--- src/rtl/serial_adder.sv ---
// Bit-serial adder/subtractor: one bit per cycle, LSB first, result valid on a one-cycle DONE pulse.
// Build option: define SERIAL_ADDER_SUB_EN to honour SUB (A - B via ~B and forced carry-in).
module serial_adder #(
  parameter int unsigned WIDTH = 8
) (
  input  logic             CLK,
  input  logic             RST_N,
  input  logic             START,
  input  logic [WIDTH-1:0] A_IN,
  input  logic [WIDTH-1:0] B_IN,
  input  logic             CIN,
  input  logic             SUB,
  output logic             BUSY,
  output logic             DONE,
  output logic [WIDTH-1:0] SUM,
  output logic             COUT,
  output logic             OVF
);

  localparam int unsigned CNT_W = (WIDTH > 1) ? $clog2(WIDTH) : 1;

  typedef enum logic [1:0] {IDLE, RUN, FIN} state_t;

  state_t           state, state_next;
  logic [WIDTH-1:0] a_sh, b_sh, res, res_next;
  logic [CNT_W-1:0] cnt;
  logic             carry, carry_next, s_bit, last;
  logic [WIDTH-1:0] b_cap;
  logic             c_cap;

`ifdef SERIAL_ADDER_SUB_EN
  assign b_cap = SUB ? ~B_IN : B_IN;
  assign c_cap = CIN | SUB;
`else
  logic unused_sub;
  assign unused_sub = SUB;
  assign b_cap      = B_IN;
  assign c_cap      = CIN;
`endif

  // Two half-adder stages form the full-adder bit slice.
  logic h1_s, h1_c, h2_c;
  assign h1_s       = a_sh[0] ^ b_sh[0];
  assign h1_c       = a_sh[0] & b_sh[0];
  assign s_bit      = h1_s ^ carry;
  assign h2_c       = h1_s & carry;
  assign carry_next = h1_c | h2_c;

  assign last = (cnt == CNT_W'(WIDTH - 1));

  generate
    if (WIDTH == 1) begin : g_res_w1
      assign res_next = s_bit;
    end else begin : g_res_wn
      assign res_next = {s_bit, res[WIDTH-1:1]};
    end
  endgenerate

  always_ff @(posedge CLK) begin
    if (!RST_N) state <= IDLE;
    else        state <= state_next;
  end

  always_comb begin
    state_next = state;
    case (state)
      IDLE:    if (START) state_next = RUN;
      RUN:     if (last)  state_next = FIN;
      FIN:     state_next = START ? RUN : IDLE;
      default: state_next = IDLE;
    endcase
  end

  always_comb begin
    BUSY = (state == RUN);
    DONE = (state == FIN);
  end

  // Published outputs load only on the final RUN cycle so they hold across a following run.
  always_ff @(posedge CLK) begin
    if (!RST_N) begin
      a_sh  <= '0;
      b_sh  <= '0;
      res   <= '0;
      carry <= 1'b0;
      cnt   <= '0;
      SUM   <= '0;
      COUT  <= 1'b0;
      OVF   <= 1'b0;
    end else begin
      case (state)
        IDLE, FIN: begin
          if (START) begin
            a_sh  <= A_IN;
            b_sh  <= b_cap;
            carry <= c_cap;
            cnt   <= '0;
          end
        end
        RUN: begin
          a_sh  <= a_sh >> 1;
          b_sh  <= b_sh >> 1;
          res   <= res_next;
          carry <= carry_next;
          cnt   <= cnt + CNT_W'(1);
          if (last) begin
            SUM  <= res_next;
            COUT <= carry_next;
            OVF  <= carry ^ carry_next;
          end
        end
        default: ;
      endcase
    end
  end

endmodule

--- config.mk ---
export PLATFORM = sky130hd
export DESIGN_NAME = serial_adder
export DESIGN_NICKNAME = d
export VERILOG_FILES = /design/src/rtl/serial_adder.sv
export SDC_FILE = /design/constraint.sdc
export NUM_CORES = 1
export LEC_CHECK = 0
export BUFFER_PORTS_ARGS = -buffer_cell sky130_fd_sc_hd__buf_2
export CAP_MARGIN = 10
export CORE_AREA = 8 8 79 88
export DETAILED_ROUTE_END_ITERATION = 10
export DIE_AREA = 0 0 87 96
export SLEW_MARGIN = 20
export SYNTH_ARGS = -nofsm -noshare
export SYNTH_HDL_FRONTEND = slang
export SYNTH_SLANG_ARGS = --single-unit
--- constraint.sdc ---
create_clock -name CLK -period 3.3 [get_ports CLK]
set_input_delay 0.99 -clock CLK [delete_from_list [all_inputs] [get_ports CLK]]
set_output_delay 0.99 -clock CLK [all_outputs]
set_load 0.03 [all_outputs]
**After elaboration in Yosys (flattened, before gate mapping)**

Index checks and enable logic that the tools add are counted.

- Reduce and logical (&&, ||, !) cells: 6
- $add $sub $neg: 1
- Multiplexer cells: 12
- Equal/unequal tests: 6
- Bitwise logic cells: 6

Operators by type and width:

| kind | number |
|---|---|
| 8-bit one-hot mux with 2 select lines | 2 |
| 8-bit two-way mux | 2 |
| 2-bit one-hot mux with 3 select lines | 1 |
| 3-bit one-hot mux with 2 select lines | 1 |
| 2-bit AND reduction | 3 |
| 2-bit two-way mux | 2 |
| 2-bit inequality test (second input constant) | 2 |
| 3-bit by 1-bit adder with 3-bit output (second input constant) | 1 |
| 3-bit equality test (second input constant) | 1 |
| 3-bit two-way mux | 1 |
| 1-bit XOR | 3 |
| 1-bit AND | 2 |
| 2-bit by 1-bit equality test with 1-bit output (second input constant) | 1 |
| 2-bit equality test (second input constant) | 1 |
| 2-bit logical NOT | 1 |
| 1-bit two-way mux | 2 |
| 2-bit by 1-bit inequality test with 1-bit output (second input constant) | 1 |
| 1-bit one-hot mux with 2 select lines | 1 |
| 2-bit nonzero test | 1 |
| 2-bit OR reduction | 1 |
| 1-bit OR | 1 |

- Input bits: 21
- Logic and storage cells: 40
- Output and inout port bits: 12
- Register bits: 40

**Longest topological paths before layout**

- Word-level depth: 4
- Depth in mapped cells: 6
- Gate-level depth less buffers: 5

**Least setup slack after synthesis**

OpenSTA, ideal clock, no wires.

- Path kind: register to output
- From: register state[1]
- To: output DONE
- Path slack: 1529 ps
- Buffers on the path: 0
- Cell stages (with the launch flop): 2
- Data arrival time: 781 ps
- Cells stage by stage: dfxtp_1 -> nor2b_1

- Cells in the longest elaborated chain, start to end: 1

RTL lines:

| element | RTL line | RTL |
|---|---|---|
| from (decl) | 24 | `state_t state, state_next;` |
| from (signal assigned) | 61 | `else state <= state_next;` |
| 2-bit equality test | 76 | `DONE = (state == FIN);` |
| to (decl) | 14 | `output logic DONE,` |

No other way between the ends.

**Worst setup path in the final report**

- From: register state[0]
- To: output BUSY

- Cells in the longest elaborated chain, start to end: 1

RTL lines:

| element | RTL line | RTL |
|---|---|---|
| 2-bit by 1-bit equality test with 1-bit output | 75 | `BUSY = (state == RUN);` |
| to (decl) | 13 | `output logic BUSY,` |

No other way between the ends.

==> run metrics <==
CTS root buffer clkbuf_8; crit-path leading delay family flip-flops; leakage 0.7674 nW; post-synth top area share 0.4848; Storage cell area about 780 sq um; fill count 611; Net Count, Synth 216; Yosys top cell by area dfxtp_1; Clock Pin Slew Worst Setup and Hold Paths around 0.08 ns; top post-synthesis cells by area dfxtp_1 48%, nand2_1 16%, a31oi_1 5.8%; Final period util 0.6543; initial antenna violation count 0; cell count after synthesis 192; die width 87 microns; peak supply drop 0.0003358 V; post-route ant nets 0; DPL Wire Length 2186 microns; Starting Density 0.2901; Max-cap violations 0; crit-path max FO 10; critical path arrival approximately 1.2 ns; Clock Sinks 39; Syn. warnings 0; DR WL/cell around 11 microns; nets around 240; H-tree levels 2; maximum clock path buffer count 2; Critical Path, Cell by Cell nand2b_1 -> clkinv_2 -> buf_2; Slowest-stage cell, CP dfxtp_1; Via density ~4.5; hold buffers post-CTS 0; Tightest Pin Transition 0.7707 ns; Post-CTS Setup Bufs 0; area of the multi-input gates 730.7 sq um; CP bufs+invs 2; Die H 96 microns; Placement Rows 29; DR pass1 iterations 4; status finished, final reports clean; Finish-stage setup viols 0; RSZ-0062 raised after global routing false; Fmax 463.1 MHz; antenna cell count 0; Pwr per Cell Area 560.1 nW/um^2; largest net degree at the start of global routing between 40 and 50; RePlAce Congestion 0.6621; core area between 5000 and 6000 sq um; setup TNS 0 ns; Ports 33; WP data required 2.31 ns; kind of critical path reg -> out; CTS tree built; Max Slew Vio Count 0; worst skew pair latency 0.29 ns; worst min path class reg -> reg; Hold Vio Cnt, Final 0; Seq/Total Area, Yosys 0.4848; hold slack 0.4517 ns; Port Buf Inserts 31; cts repair resizes 0; crit path capture type output port; final WL 3343 microns; Setup crit start kind register; Starting DRT DRC Count 50; Area Overhead vs Synth 18.96%; DR vias 1,326; vias in the first global route 1,308; reg2reg setup slack 1.77 ns; #FFs+latches synth 39; Distinct cells, synth 25; CP peak stage delay 0.41 ns; layout cells sized above 1 0.1872; mapped cell area ~1600 sq um; full die area 8352 sq um; clk_skew 0.006117 ns; grt total ovfl 0; HP Start SUM[1]; first-pass GRT wire length 5699 microns; total global-route track usage 0.08584; crit path time final about 2.2 ns; Mean Syn Cell Area 8.387 sq um; drc violations 0; CP startpoint state[0]; Worst slew margin 0.4862; total CTS buffers 5; reg2reg start state[0]
## flip-flops by register name (all words and copies together), names as in the netlist
| signal | count |
|---|---|
| SUM | 8 |
| res | 7 |
| a_sh | 8 |
| b_sh | 8 |
| COUT | 1 |
| state | 2 |
| cnt | 3 |
| OVF | 1 |
| carry | 1 |
## metrics by stage
stage	utilization	cell area, sq um	total power, mW	worst slack [ns]	instances
2_1_floorplan	-	1610	0.5927	1.529	192
3_3_place_gp	0.3212	1783	0.6116	1.136	288
3_5_place_dp	0.3212	1783	0.6136	1.131	288
4_1_cts	0.3451	1916	1.086	1.114	296
5_1_grt	0.3451	1916	1.118	1.052	296
6_report	0.3451	1916	1.073	1.141	296
## synth_stat cells, drive strengths merged
cell type and instances:
nand2 67, dfxtp 39, a21boi 20, o21ai 16, a31oi 15, buf 11, nand3 4, clkbuf 3
and2 2, ha 2, nand2b 2, nor2b 2, and3 1, and3b 1, clkinv 1, fa 1
nand3b 1, nor2 1, o211a 1, o21a 1, xnor2 1
## where the power goes
part	leakage, nW	internal, mW	switching [mW]	total (mW)
logic	0.384	0.0377	0.0555	0.0933
registers	0.318	0.494	0.0135	0.507
clock network	0.0654	0.302	0.170	0.472
total	0.767	0.834	0.239	1.07
## cells by family (layout without fill, tap and decap cells)
| group | count (synthesis) | after routing | synth area share |
|---|---|---|---|
| AOI/OAI and AO/OA | 53 | 53 | 0.2121 |
| xor gates and xnor gates | 1 | 1 | 0.005440 |
| adders and majority gates | 3 | 3 | 0.02797 |
| buffers and inverters | 15 | 42 | 0.06137 |
| DFF | 39 | 39 | 0.4848 |
| and+or+nand+nor | 81 | 81 | 0.2082 |
## area by class of cell
class | count | area share
clock buffers | 6 | 0.03788
clock inverters | 2 | 0.03135
inverters | 1 | 0.002613
multi-input cells | 138 | 0.3814
flip-flops and latches | 39 | 0.4076
well taps | 77 | 0.05029
repair buffers | 33 | 0.08883
## cells in the final DEF, fill, tap and decap left out, drive strengths merged
cell type and instances:
nand2 67, dfxtp 39, buf 33, a21boi 20
o21ai 16, a31oi 15, clkbuf 6, nand3 4
nand2b 2, nor2b 2, and2 2, ha 2
bufinv 2, clkinv 1, and3b 1, nand3b 1
xnor2 1, o211a 1, and3 1, nor2 1
o21a 1, fa 1
## worst reg2reg max path, cell delays in order, from the launching register on
cell and delay (ns):
dfxtp_1 0.35, nand2b_1 0.51, and3_1 0.38, o21a_1 0.18
## layer usage
layer  vias to the layer above  wire length (microns)  track usage
li1                        695                      -            -
met1                       583                   1556      0.09648
met2                        41                   1479       0.1414
met3                         7                    257      0.03330
met4                         0                     49      0.03879
met5                         -                      0            0
## worst paths after layout
kind | endpoint | cells past startpoint
worst min register to register | SUM[1] | 2
worst max-delay path | BUSY | 3
worst min-delay path | SUM[1] | 2
worst max register to register | cnt[0] | 3
Note: power is estimated with default switching activity, not from simulation.
